==> src/rtl/board_state_mem.sv <==
// board_state_mem: 8x8 chess board store, one 4-bit piece code per square.
// It has two combinational read ports (render and game logic) and a small
// controller. The controller reloads the starting position one square per
// cycle and runs three-step moves: read, write the destination, clear the
// source.
module board_state_mem #(
   parameter int INIT_CYCLES = 64
) (
   input  logic       clk,
   input  logic       resetn,
   input  logic [2:0] view_x,
   input  logic [2:0] view_y,
   output logic [3:0] piece_read,
   input  logic [2:0] logic_x,
   input  logic [2:0] logic_y,
   output logic [3:0] logic_piece,
   input  logic       new_game,
   input  logic       move_req,
   input  logic [2:0] src_x,
   input  logic [2:0] src_y,
   input  logic [2:0] dst_x,
   input  logic [2:0] dst_y,
   output logic       ready,
   output logic       move_done,
   output logic [3:0] captured
);

   typedef enum logic [2:0] {
      S_FILL       = 3'd0,
      S_IDLE       = 3'd1,
      S_MOVE_READ  = 3'd2,
      S_MOVE_WRITE = 3'd3,
      S_MOVE_CLEAR = 3'd4
   } state_t;

   localparam logic [5:0] FILL_LAST = 6'(INIT_CYCLES - 1);

   // Starting position for a square address (y*8 + x). The black pieces use
   // the white code plus 6, so the back rank is described once.
   function automatic logic [3:0] start_piece(input logic [5:0] addr);
      logic [3:0] back;
      logic [3:0] code;
      case (addr[2:0])
         3'd0, 3'd7: back = 4'd5;   // rook
         3'd1, 3'd6: back = 4'd8;   // knight
         3'd2, 3'd5: back = 4'd6;   // bishop
         3'd3:       back = 4'd4;   // queen
         default:    back = 4'd3;   // king
      endcase
      case (addr[5:3])
         3'd0:    code = back + 4'd6;
         3'd1:    code = 4'd13;
         3'd6:    code = 4'd7;
         3'd7:    code = back;
         default: code = 4'd0;
      endcase
      return code;
   endfunction

   state_t     state_q, state_d;
   logic [5:0] fill_addr_q, fill_addr_d;
   logic [5:0] src_q, src_d;
   logic [5:0] dst_q, dst_d;
   logic [3:0] mv_piece_q, mv_piece_d;
   logic [3:0] captured_q, captured_d;
   logic       move_done_q, move_done_d;

   // Single shared write port into the square array
   logic       wr_en;
   logic [5:0] wr_addr;
   logic [3:0] wr_data;

   logic [3:0] board [64];

   // One register per square. A write at an edge shows up on the reads right after it.
   genvar gi;
   generate
      for (gi = 0; gi < 64; gi++) begin : g_sq
         logic [3:0] sq_q, sq_d;

         // Load the shared write data when this square is addressed
         always_comb begin
            sq_d = sq_q;
            if (wr_en && (wr_addr == 6'(gi))) begin
               sq_d = wr_data;
            end
         end

         // Square storage has no reset; the fill sequence rewrites it
         always_ff @(posedge clk) begin
            sq_q <= sq_d;
         end

         assign board[gi] = sq_q;
      end
   endgenerate

   // Both read ports are plain muxes over the array
   assign piece_read  = board[{view_y, view_x}];
   assign logic_piece = board[{logic_y, logic_x}];

   assign ready     = (state_q == S_IDLE);
   assign move_done = move_done_q;
   assign captured  = captured_q;

   // Write-port select: fill square, move destination, or clear of the source.
   // Suppressed while reset is asserted so an interrupted move cannot land.
   always_comb begin
      wr_en   = 1'b0;
      wr_addr = 6'd0;
      wr_data = 4'd0;
      if (resetn) begin
         case (state_q)
            S_FILL: begin
               wr_en   = 1'b1;
               wr_addr = fill_addr_q;
               wr_data = start_piece(fill_addr_q);
            end
            S_MOVE_WRITE: begin
               wr_en   = 1'b1;
               wr_addr = dst_q;
               wr_data = mv_piece_q;
            end
            S_MOVE_CLEAR: begin
               wr_en   = 1'b1;
               wr_addr = src_q;
               wr_data = 4'd0;
            end
            default: begin
               wr_en = 1'b0;
            end
         endcase
      end
   end

   // Next-state logic for the fill/move controller
   always_comb begin
      state_d     = state_q;
      fill_addr_d = fill_addr_q;
      src_d       = src_q;
      dst_d       = dst_q;
      mv_piece_d  = mv_piece_q;
      captured_d  = captured_q;
      move_done_d = 1'b0;
      case (state_q)
         S_FILL: begin
            if (fill_addr_q == FILL_LAST) begin
               fill_addr_d = 6'd0;
               state_d     = S_IDLE;
            end else begin
               fill_addr_d = fill_addr_q + 6'd1;
            end
         end
         S_IDLE: begin
            // new_game has priority; a move offered in the same cycle is dropped
            if (new_game) begin
               fill_addr_d = 6'd0;
               state_d     = S_FILL;
            end else if (move_req) begin
               src_d   = {src_y, src_x};
               dst_d   = {dst_y, dst_x};
               state_d = S_MOVE_READ;
            end
         end
         S_MOVE_READ: begin
            mv_piece_d = board[src_q];
            captured_d = board[dst_q];
            state_d    = S_MOVE_WRITE;
         end
         S_MOVE_WRITE: begin
            state_d = S_MOVE_CLEAR;
         end
         S_MOVE_CLEAR: begin
            // The clear comes after the write, so src == dst leaves the square empty
            move_done_d = 1'b1;
            state_d     = S_IDLE;
         end
         default: begin
            state_d = S_FILL;
         end
      endcase
   end

   // Controller registers; reset restarts the fill and abandons any move
   always_ff @(posedge clk) begin
      if (!resetn) begin
         state_q     <= S_FILL;
         fill_addr_q <= 6'd0;
         src_q       <= 6'd0;
         dst_q       <= 6'd0;
         mv_piece_q  <= 4'd0;
         captured_q  <= 4'd0;
         move_done_q <= 1'b0;
      end else begin
         state_q     <= state_d;
         fill_addr_q <= fill_addr_d;
         src_q       <= src_d;
         dst_q       <= dst_d;
         mv_piece_q  <= mv_piece_d;
         captured_q  <= captured_d;
         move_done_q <= move_done_d;
      end
   end

endmodule

==> config.mk <==
export PLATFORM = sky130hd
export DESIGN_NAME = board_state_mem
export DESIGN_NICKNAME = d
export VERILOG_FILES = /design/src/rtl/board_state_mem.sv
export SDC_FILE = /design/constraint.sdc
export NUM_CORES = 1
export LEC_CHECK = 0
export CELL_PAD_IN_SITES_DETAIL_PLACEMENT = 0
export CELL_PAD_IN_SITES_GLOBAL_PLACEMENT = 2
export CORE_ASPECT_RATIO = 0.7
export CORE_UTILIZATION = 40
export CTS_BUF_LIST = sky130_fd_sc_hd__clkbuf_2 sky130_fd_sc_hd__clkbuf_4 sky130_fd_sc_hd__clkbuf_8
export DETAILED_ROUTE_END_ITERATION = 6
export PLACE_DENSITY_LB_ADDON = 0.1
export RECOVER_POWER = 100
export REMOVE_ABC_BUFFERS = 1
export SETUP_SLACK_MARGIN = 0.5
export SLEW_MARGIN = 0
export SYNTH_ARGS = -nofsm -noshare
export SYNTH_HDL_FRONTEND = slang
export SYNTH_SLANG_ARGS = --single-unit
==> constraint.sdc <==
create_clock -name clk -period 6.2 [get_ports clk]
set_input_delay 1.86 -clock clk [delete_from_list [all_inputs] [get_ports clk]]
set_output_delay 1.86 -clock clk [all_outputs]
set_load 0.02 [all_outputs]
==> results.md <==
- Die area: 46,200 sq um
- Worst-skew pair later-pin latency: 630 ps
- FFs w/ async S/R, synth: 0%
- Worst hold path stage count: 2
- Gate Count Post-Synth: 1,163
- Area Growth Syn to Fin: 14.9%
- RSZ-0062 raised after global routing: true
- Primary FF master, synth: edfxtp_1
- Core area: 44,200 sq um
- Max-cap violations: 3
- Register bit total from synthesis: 286
- Grt total ovfl: 0
- Commonest non-fill, non-tap cell in the layout: mux4_2
- Part of the Yosys area used for sequential elements: 45.7%
- Width of the chip: 256 um
- Data arrival, critical path: 4120 ps
- Failing checks: max-capacitance violations, max-slew violations
- Syn Area/Cell: 15.6 sq um
- Yosys cell types: 50
- CP Max Fanout: 8
- P_int: 0.00340 W
- CTS Sinks: 286
- Comb pwr share: 12.9%
- Overall Global Routing Usage: 31.4%
- P_leak: 6.59 nW
- Via Count: 13,000
- Clk_skew: 29.6 ps
- Drt first pass iters: 5
- Final hold slack: 536 ps
- Number of routed nets with antenna violations: 0
- Layout cell share with drive strength beyond 1: 37.2%
- Ant diodes: 0
- Flop pwr share: 47.7%
- Fin crit share: 96.4%
- Deepest clock path buffer count: 3
- Pwr dens: 222 nW/um^2
- Fin. Hold Viols: 0
- Root buffer cell: clkbuf_8
- HP Class: reg2reg
- WL per Instance: 38.9 um
- Drt via density: 7.02
- Slew HR: -116%
- Worst EP required: 4340 ps
- Peak supply drop: 0.159 mV
- Crit path time final: 5980 ps
- I/O pins: 42
- FMAX: 0.167 GHz
- Clock Power Share: 39.4%
- Power, Total: 0.00462 W
- Post-DP HPWL: 50,800 um
- Antenna violations before repair: 0
- PortBufs: 41
- Post-synth EDFFs: 256
- Total Wirelength: 72,000 um
- FF-to-FF path depth: 10
- DR iter-0 viols: 2,240
- Top cells by area, synth: edfxtp_1, mux4_2, dfxtp_1
- Post-synth top area share: 42.4%
- Net switching power: 0.00122 W
- Post-synthesis cell area: 18,100 sq um
- Leading area contributor after synthesis: edfxtp_1
- Final design utilization: 47.1%
- Die Y-Extent: 180 um
- H-tree levels: 2
- Setup tns final: 0 ps
- Gpl congestion: 0.949
- Final setup vio count: 0
- CTS tree: done
- Startpoint types: input pin
- DRC viols: 0
- Slew at the pin with the worst max-slew slack: 3240 ps
- Initial Util: 41.0%
- Critical path capture point type: output port
- Number of global-route vias before repair: 12,300
- Yosys Warn Count: 0
- Sw Share: 26.5%
- Largest net degree at the start of global routing: 65
- Crit path kind: in2out
- First-pass GRT wire length: 101,000 um
- Clock transition at the registers of the reported paths: 60 ps
- Nets: 1,254
- Number of cell rows: 64
- Status: finished with violations
- Num CTS Buffers: 48
- FF-to-FF setup slack: 740 ps
- Max-slew violation count: 137
- Commonest cells after routing, fill and taps aside: mux4_2, edfxtp_1, nor2_1
- Post-cts hold buffer count: 0
[flip-flops by register name, indices dropped and copies added, names as in the netlist]
signal,count
state_q,3
dst_q,6
mv_piece_q,4
g_sq.sq_q,256
move_done,1
fill_addr_q,6
captured,4
src_q,6
[power groups by stage]
stage          combinational (W)  clock [W]  sequential (W)
2_1_floorplan           0.000255          0         0.00224
3_3_place_gp            0.000549          0         0.00224
3_5_place_dp            0.000550          0         0.00224
4_1_cts                 0.000583    0.00185         0.00220
5_1_grt                 0.000621    0.00191         0.00221
6_report                0.000597    0.00182         0.00220
[Yosys cell counts, drive strengths merged, types with 2 or more instances]
master,number
clkbuf,45
a221oi,11
nor2,113
mux4,280
inv,16
o21ai,9
or3b,2
nor2b,29
nor3,3
nand2b,8
o31ai,2
ha,8
nand2,61
nand4,8
a211oi,17
or3,4
a21oi,39
o2bb2ai,2
and3,3
mux2,4
or2,4
nor3b,2
nand3,36
a22oi,20
buf,65
a22o,2
mux2i,40
a2bb2oi,2
a311oi,8
edfxtp,256
a31oi,2
dfxtp,30
a2111oi,24
[worst max-delay path, cell delays in order]
cell,delay [ps]
buf_16,120
buf_12,150
buf_4,120
mux4_2,480
mux4_2,500
nor2b_1,160
a211oi_1,420
a21oi_2,90
buf_2,190
[repair_timing]
action                     in CTS  in global routing
setup buffers                   3                  7
resized for setup              72                 21
cloned                          6                  3
pin swaps                       9                  5
setup endpoints to repair       8                  8
[cells by family (layout without fill, tap and decap cells)]
| family | Yosys count | after routing | share of synthesized area (%) |
|---|---|---|---|
| mux | 324 | 324 | 37.5 |
| flops | 286 | 286 | 45.7 |
| simple gates | 277 | 277 | 6.96 |
| compound gates | 141 | 141 | 5.58 |
| buf+inv | 126 | 221 | 3.65 |
| fa+ha+maj | 8 | 8 | 0.552 |
| xor+xnor | 1 | 1 | 0.0483 |
[area by class of cell]
cell class	instances	area (sq um)
flip-flops and latches	286	8310
repair buffers	115	1500
multi-input cells	751	9220
clock buffers	62	772
inverters	16	60.1
fillers	3866	23400
clock inverters	28	219
well taps	594	743
[per-stage QoR]
step	setup WS [ps]	instance area [sq um]	cells
after detailed placement	-236	19400	1743
after floorplan	772	17500	1053
after CTS	409	20700	1842
after global routing	242	20800	1852
final	223	20800	1852
after global placement	-266	19400	1743
[path summary, 6_finish.rpt]
path | to | start
setup / recovery | piece_read[2] | view_x[0]
hold / removal | dst_q[3] | dst_q[3]
setup reg to reg | g_sq[24].sq_q[3] | fill_addr_q[1]
hold reg to reg | dst_q[3] | dst_q[3]
[metal layers]
layer	routed length (um)	vias to the layer above	part of all wire [%]	global-route usage [%]
li1	-	5041	-	-
met3	10700	101	15	12.3
met2	29200	994	41	41.6
met1	30500	6859	42	47.9
met5	0	-	0	0
met4	1620	0	2.3	7.14
Note: power is estimated with default switching activity, not from simulation.
